<file path="config.mk">
export PLATFORM = sky130hd
export DESIGN_NAME = csi_tx_lane_dist
export DESIGN_NICKNAME = d
export VERILOG_FILES = /design/src/rtl/csi_tx_pkg.sv /design/src/rtl/csi_tx_lane_skew.sv /design/src/rtl/csi_tx_lane_dist.sv
export SDC_FILE = /design/constraint.sdc
export NUM_CORES = 1
export LEC_CHECK = 0
export CAP_MARGIN = 15
export CORE_MARGIN = 2
export CORE_UTILIZATION = 41
export CTS_BUF_LIST = sky130_fd_sc_hd__clkbuf_2 sky130_fd_sc_hd__clkbuf_4 sky130_fd_sc_hd__clkbuf_8
export DETAILED_ROUTE_END_ITERATION = 16
export PLACE_DENSITY = 0.62
export SYNTH_ARGS = -nofsm -noshare
export SYNTH_HDL_FRONTEND = slang
export SYNTH_SLANG_ARGS = --single-unit
export TNS_END_PERCENT = 10
</file>
<file path="constraint.sdc">
create_clock -name byte_clock -period 4.1 [get_ports byte_clock]
set_clock_uncertainty 0.05 [all_clocks]
set_input_delay 0.82 -clock byte_clock [delete_from_list [all_inputs] [get_ports byte_clock]]
set_output_delay 0.82 -clock byte_clock [all_outputs]
set_load 0.005 [all_outputs]
</file>
<file path="src/rtl/csi_tx_pkg.sv">
// Shared constants and state encoding for the CSI-2 transmit lane distributor.
package csi_tx_pkg;

    localparam logic [7:0] SYNC_BYTE = 8'hB8;
    localparam int         MAX_SKEW  = 2;

    typedef enum logic [2:0] {
        IDLE,
        PREP,
        SYNC,
        DATA,
        TRAIL
    } tx_state_e;

    // A programmed skew of 3 behaves as the maximum supported skew.
    function automatic logic [1:0] clamp_skew(input logic [1:0] raw);
        return (raw > 2'(MAX_SKEW)) ? 2'(MAX_SKEW) : raw;
    endfunction

endpackage

</file>
<file path="src/rtl/csi_tx_lane_skew.sv">
// Single-lane 0..2 byte-clock delay line for {hs_valid, byte}.
module csi_tx_lane_skew
    import csi_tx_pkg::*;
(
    input  logic       byte_clock,
    input  logic       reset,
    input  logic [1:0] skew,
    input  logic       hs_in,
    input  logic [7:0] byte_in,
    output logic       hs_out,
    output logic [7:0] byte_out
);

    logic [8:0] dly1;
    logic [8:0] dly2;

    // Stages beyond the selected skew are held at zero, so a skew change at
    // the next burst start never exposes stale HS state from an unused stage.
    always_ff @(posedge byte_clock) begin
        if (reset) begin
            dly1 <= '0;
            dly2 <= '0;
        end else begin
            dly1 <= (skew != 2'd0) ? {hs_in, byte_in} : 9'd0;
            dly2 <= (skew == 2'(MAX_SKEW)) ? dly1 : 9'd0;
        end
    end

    always_comb begin
        case (skew)
            2'd0:    {hs_out, byte_out} = {hs_in, byte_in};
            2'd1:    {hs_out, byte_out} = dly1;
            default: {hs_out, byte_out} = dly2;
        endcase
    end

endmodule

</file>
<file path="src/rtl/csi_tx_lane_dist.sv">
// CSI-2 transmit lane distributor: HS burst framing (prepare, sync, payload,
// trail) on every lane, followed by a per-lane programmable output skew.
module csi_tx_lane_dist
    import csi_tx_pkg::*;
#(
    parameter int NUM_LANES      = 2,
    parameter int HS_PREP_CYCLES = 4,
    parameter int TRAIL_CYCLES   = 2
) (
    input  logic                   byte_clock,
    input  logic                   reset,
    input  logic                   enable,
    input  logic [NUM_LANES*8-1:0] word_in,
    input  logic                   word_valid,
    input  logic                   word_end,
    output logic                   word_ready,
    input  logic [NUM_LANES*2-1:0] lane_skew,
    output logic [NUM_LANES*8-1:0] byte_out,
    output logic [NUM_LANES-1:0]   hs_valid,
    output logic                   busy,
    output logic                   underrun
);

    localparam int CNT_MAX = (HS_PREP_CYCLES > TRAIL_CYCLES) ? HS_PREP_CYCLES : TRAIL_CYCLES;
    localparam int CNT_W   = $clog2(CNT_MAX + 1);

    localparam logic [CNT_W-1:0] PREP_LOAD     = CNT_W'(HS_PREP_CYCLES - 1);
    localparam logic [CNT_W-1:0] TRAIL_LOAD    = CNT_W'(TRAIL_CYCLES - 1);
    // The underrun edge itself already emits the first trail byte.
    localparam logic [CNT_W-1:0] TRAIL_LOAD_UR = (TRAIL_CYCLES >= 2) ? CNT_W'(TRAIL_CYCLES - 2) : '0;

    tx_state_e              state_q, state_d;
    logic [CNT_W-1:0]       cnt_q, cnt_d;
    logic [NUM_LANES*8-1:0] obyte_q, obyte_d;
    logic                   ohs_q, ohs_d;
    logic [NUM_LANES-1:0]   msb_q, msb_d;
    logic [NUM_LANES*2-1:0] skew_q, skew_d;
    logic                   underrun_q, underrun_d;
    logic [NUM_LANES*8-1:0] trail_word;

    // Trail drives the complement of the last serialized bit (bit 7, LSB-first).
    always_comb begin
        trail_word = '0;
        for (int i = 0; i < NUM_LANES; i++) begin
            trail_word[8*i +: 8] = {8{~msb_q[i]}};
        end
    end

    always_comb begin
        state_d    = state_q;
        cnt_d      = cnt_q;
        obyte_d    = obyte_q;
        ohs_d      = ohs_q;
        msb_d      = msb_q;
        skew_d     = skew_q;
        underrun_d = 1'b0;
        word_ready = 1'b0;

        case (state_q)
            IDLE: begin
                obyte_d = '0;
                ohs_d   = 1'b0;
                if (enable && word_valid && !busy) begin
                    state_d = PREP;
                    cnt_d   = PREP_LOAD;
                    for (int i = 0; i < NUM_LANES; i++) begin
                        skew_d[2*i +: 2] = clamp_skew(lane_skew[2*i +: 2]);
                    end
                end
            end

            PREP: begin
                obyte_d = '0;
                ohs_d   = 1'b0;
                if (cnt_q == '0) begin
                    state_d = SYNC;
                end else begin
                    cnt_d = cnt_q - CNT_W'(1);
                end
            end

            SYNC: begin
                obyte_d = {NUM_LANES{SYNC_BYTE}};
                ohs_d   = 1'b1;
                msb_d   = {NUM_LANES{SYNC_BYTE[7]}};
                state_d = DATA;
            end

            DATA: begin
                word_ready = 1'b1;
                ohs_d      = 1'b1;
                if (word_valid) begin
                    obyte_d = word_in;
                    for (int i = 0; i < NUM_LANES; i++) begin
                        msb_d[i] = word_in[8*i + 7];
                    end
                    if (word_end) begin
                        state_d = TRAIL;
                        cnt_d   = TRAIL_LOAD;
                    end
                end else begin
                    underrun_d = 1'b1;
                    obyte_d    = trail_word;
                    state_d    = TRAIL;
                    cnt_d      = TRAIL_LOAD_UR;
                end
            end

            TRAIL: begin
                obyte_d = trail_word;
                ohs_d   = 1'b1;
                if (cnt_q == '0) begin
                    state_d = IDLE;
                end else begin
                    cnt_d = cnt_q - CNT_W'(1);
                end
            end

            default: begin
                state_d = IDLE;
            end
        endcase
    end

    always_ff @(posedge byte_clock) begin
        if (reset) begin
            state_q    <= IDLE;
            cnt_q      <= '0;
            obyte_q    <= '0;
            ohs_q      <= 1'b0;
            msb_q      <= '0;
            skew_q     <= '0;
            underrun_q <= 1'b0;
        end else begin
            state_q    <= state_d;
            cnt_q      <= cnt_d;
            obyte_q    <= obyte_d;
            ohs_q      <= ohs_d;
            msb_q      <= msb_d;
            skew_q     <= skew_d;
            underrun_q <= underrun_d;
        end
    end

    for (genvar g = 0; g < NUM_LANES; g++) begin : g_lane
        csi_tx_lane_skew u_skew (
            .byte_clock (byte_clock),
            .reset      (reset),
            .skew       (skew_q[2*g +: 2]),
            .hs_in      (ohs_q),
            .byte_in    (obyte_q[8*g +: 8]),
            .hs_out     (hs_valid[g]),
            .byte_out   (byte_out[8*g +: 8])
        );
    end

    assign busy     = (state_q != IDLE) | (|hs_valid);
    assign underrun = underrun_q;

endmodule

</file>
# Yosys cells after proc, flatten, opt, wreduce, memory -nomap -nowiden
# Cells that the tools add are included.
[totals] regBits=66 in_bits=25 output_inout_bits=21 wordCells=87
[classes] add_sub_neg=1 order_cmp=2 n_eq_ne=14 muxes=24 bitwise_logic=8 n_reduce_logical=27
[op_table] op="one-hot mux 16 bit (4 select lines)" n=1
[op_table] op="one-hot mux 8 bit (2 select lines)" n=2
[op_table] op="2-to-1 mux 3 bit" n=9
[op_table] op="2-to-1 mux 16 bit" n=1
[op_table] op="OR reduction 2 bit" n=8
[op_table] op="one-hot mux 3 bit (5 select lines)" n=1
[op_table] op="inequality test 2 bit, second input constant" n=5
[op_table] op="one-hot mux 3 bit (3 select lines)" n=1
[op_table] op="AND reduction 4 bit" n=2
[op_table] op="nonzero test 2 bit" n=4
[op_table] op="inverter 1 bit" n=7
[op_table] op="== test 3 x 2 -> 1 bit, second input constant" n=2
[op_table] op="zero test 3 bit" n=2
[op_table] op="2-to-1 mux 2 bit" n=3
[op_table] op="one-hot mux 1 bit (2 select lines)" n=3
[op_table] op="nonzero test 3 bit" n=2
[op_table] op="== test 2 x 1 -> 1 bit, second input constant" n=2
[op_table] op="== test 2 bit, second input constant" n=2
[op_table] op="> comparator 2 bit, second input constant" n=2
[op_table] op="zero test 2 bit" n=2
[op_table] op="one-hot mux 2 bit (2 select lines)" n=1
[op_table] op="AND reduction 2 bit" n=2
[op_table] op="nonzero test 4 bit" n=1
[op_table] op="== test 3 x 1 -> 1 bit, second input constant" n=1
[op_table] op="8 further kinds" n=10

# Longest topological paths before layout
# Gate-level depths: netlist of run 1.
[depth] depth_word=8 mapped_depth=7 mapped_depth_nobuf=7

# Cells and area by module
# A second synthesis of run 1 with hierarchy kept.
[hier_totals] hier_cells=294 area_unflattened_um2=2786.4
[modules_own_cells] module="csi_tx_lane_dist" instances=1 cells_each=158 area_each_um2=1402.6 seq_area_each_um2=600.6
[modules_own_cells] module="csi_tx_lane_skew" instances=2 cells_each=68 area_each_um2=691.9 seq_area_each_um2=360.3

# Worst setup path after synthesis of run 1
# Ideal clock, no wire load.
[synth_path] path_kind="in2reg" startpoint="in enable" endpoint="reg skew_q[0]" setup_ns=0.070 arrival_ns=1.858 t_required_ns=3.980 path_slack_ns=2.121 stages=5 n_path_buf=1 cell_sequence="nand2_1 or4_1 buf_2 or3b_1 a21oi_1"
[synth_between] elab_chain_len=3
[synth_rtl] element="start, declared" line="csi_tx_lane_dist.sv:12" source="input logic enable,"
[synth_rtl] element="logical AND 1 bit (2 in series)" line="csi_tx_lane_dist.sv:63" source="if (enable && word_valid && !busy) begin"
[synth_rtl] element="AND reduction 2 bit (no line)"
[synth_rtl] element="end signal, assigned" line="csi_tx_lane_dist.sv:140" source="skew_q <= skew_d;"
[synth_rtl] element="end, declared" line="csi_tx_lane_dist.sv:37" source="logic [NUM_LANES*2-1:0] skew_q, skew_d;"
# No other way between the ends.
# A chain may end at the register's enable or synchronous reset.

# Worst setup path after layout of run 1
[layout_path] startpoint="reg skew_q[0]" endpoint="out busy"
[layout_between] elab_chain_len=4 elab_cells_between_ends=5 cone_classes="1 x eq/ne; 1 x mux; 1 x bitwise; 2 x reduce/logical"
[layout_rtl] element="== test 2 x 1 -> 1 bit / zero test 2 bit (equally long branches)" line="csi_tx_lane_skew.sv:30" source="case (skew)"
[layout_rtl] element="one-hot mux 1 bit (2 select lines) *" line="csi_tx_lane_skew.sv:30"
[layout_rtl] element="OR reduction 2 bit *" line="csi_tx_lane_dist.sv:157" source="assign busy = (state_q != IDLE) | (|hs_valid);"
[layout_rtl] element="bitwise OR 1 bit *" line="csi_tx_lane_dist.sv:157"
[layout_rtl] element="end, declared" line="csi_tx_lane_dist.sv:20" source="output logic busy,"
# Mark *: on every way between the ends. The rest lies on a longest branch, timed or not.

==> results of run 1 <==
power groups by stage:
| stage | Clock (mW) | Combinational [mW] | Sequential [mW] |
|---|---|---|---|
| finish | 0.680 | 0.371 | 0.757 |
| global placement | 0 | 0.364 | 0.769 |
| global route | 0.714 | 0.426 | 0.767 |
| CTS | 0.692 | 0.373 | 0.756 |
| floorplan | 0 | 0.272 | 0.728 |
| detailed placement | 0 | 0.371 | 0.771 |
per-layer routing:
metal	track usage	share of wire	up-vias	wire length, um
met4	0.0767	0.017	0	102
li1	-	-	1179	-
met5	0	0	-	0
met2	0.271	0.46	45	2860
met3	0.0314	0.030	9	186
met1	0.242	0.49	1038	3020
area by class of cell:
| class | instances | area share |
|---|---|---|
| Multi-Input combinational cell | 233 | 0.388 |
| Sequential cell | 66 | 0.377 |
| Timing Repair Buffer | 46 | 0.131 |
| Clock buffer | 10 | 0.0392 |
| Clock inverter | 6 | 0.0321 |
| Tap cell | 80 | 0.0285 |
| Inverter | 5 | 0.00535 |
state kept, by name, summed over array words and instances, names as in the netlist:
name	count
underrun	1
state_q	3
g_lane.u_skew.dly2	18
msb_q	2
obyte_q	16
g_lane.u_skew.dly1	18
skew_q	4
cnt_q	3
ohs_q	1
Yosys cell counts, types with 2 or more instances:
master	instances	area [sq um]
a21o_1	5	37.5
o31ai_1	2	15.0
and2_1	37	231
dfxtp_1	66	1320
nand2_1	30	113
a211oi_1	2	15.0
ha_1	2	25.0
o21ai_1	2	10.0
mux2i_1	21	210
nor2_1	30	113
or3b_1	2	17.5
nor3b_1	2	15.0
nand2b_1	6	37.5
inv_1	3	11.3
o21ai_0	33	165
a211o_1	2	17.5
a31oi_1	3	18.8
a21oi_1	31	155
inv_2	2	7.51
or4_1	2	15.0
clkbuf_1	15	56.3
and2_0	4	25.0
or3_1	2	12.5
buf_4	2	15.0
buf_1	3	11.3
a22oi_1	2	15.0
stage by stage:
stage	hold WS, ns	power [mW]	instances
2_1_floorplan	0.380	0.999	325
3_3_place_gp	0.382	1.13	430
3_5_place_dp	0.391	1.14	430
4_1_cts	0.403	1.82	446
5_1_grt	0.423	1.91	446
6_report	0.402	1.81	446
cells by family after synthesis:
| logic type | share of synthesized area |
|---|---|
| muxes | 0.0794 |
| adders and majority gates | 0.0126 |
| DFF | 0.474 |
| and+or+nand+nor | 0.223 |
| AOI/OAI and AO/OA | 0.170 |
| xor gates and xnor gates | 0.00314 |
| buffers and inverters | 0.0381 |
how the worst max path moves through the flow:
stage,cells past startpoint,slack (ns),end,startpoint
after floorplan,5,2.12,skew_q[0],enable
after global placement,5,1.14,skew_q[0],word_valid
after detailed placement,5,1.09,skew_q[2],word_valid
after CTS,5,0.95,busy,skew_q[0]
after global routing,5,0.76,busy,skew_q[2]
final,5,0.94,busy,skew_q[0]
critical path, cell delays in order, from the launching register on:
cell and delay, ns:
dfxtp_1 0.73, mux2i_1 0.15, o21ai_1 0.34, nor2_1 0.11, nand2_1 0.11, clkdlybuf4s50_1 0.51
==> flow_summary.json, run 1 <==
{
  "ff_latch_area_sq_um": 1320,
  "cts.sinks": 66,
  "start_kind": "flop",
  "clockPowerShare": 0.376,
  "antenna_found_initial": 0,
  "diodes": 0,
  "netlist_area_sq_um": 2790,
  "fp.dieW_um": 86.5,
  "critical_path.max_fanout": 12,
  "max_clock_freq_mhz": 317,
  "fin_crit_ns": 3.16,
  "vias": 2271,
  "grt-ovfl-total": 0,
  "tightest_slew_ns": 0.839,
  "cp_data_required_time_ns": 3.23,
  "powerDensity_nw_per_um2": 515,
  "drt_wl_total_mm": 6.17,
  "areaGrowthSynthToFinish_pct": 25.9,
  "rsz0062_at_grt": "false",
  "reg2reg_slack_ns": 1.62,
  "hold_violations": 0,
  "synth_nets": 352,
  "cts_tree": "built",
  "ir_worst_vdd_uv": 327,
  "cts_root_buffer": "clkbuf_8",
  "rr_startpoint": "skew_q[0]",
  "worstSetupPathType": "flop to output port",
  "fin_ws_ns": 0.943,
  "combPwrFrac": 0.205,
  "htreeDepth": 3,
  "drt_iter0_drc": 86,
  "reg2reg_to": "skew_q[0]",
  "p_leak_nw": 1.27,
  "synth-seq-cells": 66,
  "p_switching_mw": 0.516,
  "synthFlopType": "dfxtp_1",
  "antenna_left": 0,
  "outcome": "completed",
  "p_seq_frac": 0.419,
  "boundaryPins": 46,
  "die_height_um": 86.5,
  "finalCritPeriodShare": 0.770,
  "final_cell_mix": "dfxtp_1, clkdlybuf4s50_1, and2_1",
  "fill_cells": 624,
  "core_area_sq_um": 6680,
  "initial_core_util": 0.417,
  "grt_pass1_vias": 2188,
  "design.die.area_sq_um": 7470,
  "num_rows": 30,
  "place_ws_ns": 1.09,
  "gp_congestion": 0.828,
  "min_path_type": "flop to flop",
  "layout_commonest_cell": "dfxtp_1",
  "switching_share": 0.286,
  "first_pass_iters": 4,
  "insertion_delay_ns": 0.33,
  "intPower_mw": 1.29,
  "utilization": 0.525,
  "setup_viol": 0,
  "viasPerCell": 5.09,
  "ctsLongestPathBuffers": 2,
  "track_usage": 0.176,
  "fin_nets": 388,
  "ys_warn_count": 0,
  "ys_seq_area_frac": 0.474,
  "synth_area_per_cell_sq_um": 8.58,
  "drive_above_1_share": 0.0546,
  "synth_edf_count": 0,
  "drc": 0,
  "arrival_ns": 2.29,
  "multi_input_area_sq_um": 1360,
  "min_from": "g_lane[0].u_skew.dly1[1]",
  "finalSetupTns_ns": 0,
  "r2r_cells": 5,
  "holdPathStages": 1,
  "grt_pass1_wl_mm": 10.3,
  "slew_headroom": 0.439,
  "hold_end": "g_lane[0].u_skew.dly2[1]",
  "cts.clk_slew.worst_paths_ns": 0.08,
  "cts-hold-fix-buffers": 0,
  "end_kind": "output port",
  "hpwlAfterDp_mm": 4.28,
  "maxCapViolations": 0,
  "cts_resized": 0,
  "grt_max_degree": 23,
  "cts_setup_buffers": 0,
  "netlist_instances": 325,
  "maxSlewViolCount": 0,
  "ys_types": 40,
  "synth-async-reset-ratio": 0,
  "final_area_sq_um": 3510,
  "numCtsBuffers": 9,
  "postPlaceCellArea_sq_um": 3260,
  "numPortBuffers": 45,
  "wl_per_cell_um": 13.8
}
(Power assumes the default switching activity.)
==> run 2: changes to the inputs <==
==> constraint.sdc (replaced) <==
create_clock -name byte_clock -period 3.2 [get_ports byte_clock]
set_clock_uncertainty 0.05 [all_clocks]
set_input_delay 0.64 -clock byte_clock [delete_from_list [all_inputs] [get_ports byte_clock]]
set_output_delay 0.64 -clock byte_clock [all_outputs]
set_load 0.005 [all_outputs]
==> flow_summary.json, run 2 (synthesized netlist as in run 1, its figures left out) <==
{
  "min_path_type": "flop to flop",
  "cts-hold-fix-buffers": 0,
  "layout_commonest_cell": "dfxtp_1",
  "hold_violations": 0,
  "grt_pass1_wl_mm": 10.5,
  "grt-ovfl-total": 0,
  "antenna_found_initial": 0,
  "cp_cell_sequence": "mux2i_1 -> o21ai_1 -> nor2_1 -> nand2_1 -> clkdlybuf4s50_1",
  "max_clock_freq_mhz": 340,
  "arrival_ns": 2.25,
  "path_buf_inv": 1,
  "p_leak_nw": 1.30,
  "hpwlAfterDp_mm": 4.37,
  "ir_worst_vdd_uv": 331,
  "grt_pass1_vias": 2200,
  "end_kind": "output port",
  "critical_path.max_fanout": 12,
  "track_usage": 0.180,
  "drt_iter0_drc": 136,
  "cts_root_buffer": "clkbuf_8",
  "num_rows": 30,
  "core_area_sq_um": 6680,
  "vias": 2340,
  "cp_slowest_cell": "dfxtp_1",
  "wl_per_cell_um": 13.9,
  "drc": 0,
  "first_pass_iters": 4,
  "worstSetupPathType": "flop to output port",
  "maxSlewViolCount": 0,
  "gp_congestion": 0.765,
  "tightest_slew_ns": 0.698,
  "powerDensity_nw_per_um2": 670,
  "areaGrowthSynthToFinish_pct": 28.0,
  "die_height_um": 86.5,
  "place_ws_ns": 0.670,
  "crit_path_max_incr_delay_ns": 0.73,
  "htreeDepth": 3,
  "insertion_delay_ns": 0.35,
  "drt_wl_total_mm": 6.29,
  "cts_resized": 0,
  "drive_above_1_share": 0.0699,
  "maxCapViolations": 0,
  "antenna_left": 0,
  "numCtsBuffers": 9,
  "cts_tree": "built",
  "numPortBuffers": 45,
  "cp_data_required_time_ns": 2.51,
  "setup_viol": 0,
  "finalSetupTns_ns": 0,
  "cts.sinks": 66,
  "power_mw": 2.39,
  "initial_core_util": 0.417,
  "boundaryPins": 46,
  "ctsLongestPathBuffers": 2,
  "cts.clk_slew.worst_paths_ns": 0.08,
  "design.die.area_sq_um": 7470,
  "final_cell_mix": "dfxtp_1, clkdlybuf4s50_1, and2_1",
  "start_kind": "flop",
  "fin_nets": 394,
  "critical_path.top_delay_family": "flip-flops",
  "cts_setup_buffers": 0,
  "outcome": "completed",
  "rsz0062_at_grt": "false",
  "top_regs": "g_lane.u_skew.dly1 (18), g_lane.u_skew.dly2 (18), obyte_q (16)",
  "fp.dieW_um": 86.5,
  "fin_ws_ns": 0.262,
  "slew_headroom": 0.534,
  "viasPerCell": 5.18,
  "fin_crit_ns": 2.94,
  "grt_max_degree": 30,
  "diodes": 0,
  "finalCritPeriodShare": 0.918
}
==> run 2: cell count changes in the layout (fill, tap and decap cells not counted) <==
| cell | delta |
|---|---|
| clkbuf_8 | -1 |
| inv_6 | -1 |
| bufinv_16 | +1 |
| buf_4 | +6 |
| clkinvlp_4 | +1 |
==> run 2: area by class of cell <==
| type | instances | area, sq um |
|---|---|---|
| Tap cell | 80 | 100 |
| Multi-Input combinational cell | 233 | 1360 |
| Timing Repair Buffer | 52 | 503 |
| Sequential cell | 66 | 1320 |
| Clock inverter | 7 | 141 |
| Fill cell | 629 | 3110 |
| Inverter | 5 | 18.8 |
| Clock buffer | 9 | 124 |
==> run 2: worst register-to-register path, stage by stage (launching register included) <==
cell and delay [ns]:
dfxtp_1 0.73, mux2i_1 0.26, o21ai_1 0.14, or4_1 0.68, or3b_1 0.40, a21oi_1 0.14
==> run 2: path summary, 6_finish.rpt <==
check / slack (ns) / endpoint / start / depth (start not counted)
max: 0.26 / busy / skew_q[0] / 5
min: 0.40 / g_lane[0].u_skew.dly2[5] / g_lane[0].u_skew.dly1[5] / 1
max reg2reg: 0.72 / skew_q[2] / skew_q[0] / 5
min reg2reg: 0.40 / g_lane[0].u_skew.dly2[5] / g_lane[0].u_skew.dly1[5] / 1
==> run 2: power by group <==
part	internal (mW)	leakage [nW]	switching (mW)
combinational	0.244	0.638	0.261
sequential	0.880	0.533	0.0692
clock	0.596	0.129	0.341
total	1.72	1.30	0.671
==> run 2: routing by layer <==
metal / part of all wire / global-route usage
met5: 0 / 0
met4: 0.024 / 0.0909
met3: 0.031 / 0.0343
met2: 0.45 / 0.276
met1: 0.49 / 0.242
==> run 2: through the flow <==
stage / hold slack [ns] / utilization / std cells / instance area (sq um)
floorplan: 0.380 / - / 325 / 2790
global placement: 0.382 / 0.494 / 436 / 3300
global route: 0.421 / 0.534 / 452 / 3570
CTS: 0.410 / 0.534 / 452 / 3570
finish: 0.404 / 0.534 / 452 / 3570
detailed placement: 0.392 / 0.494 / 436 / 3300
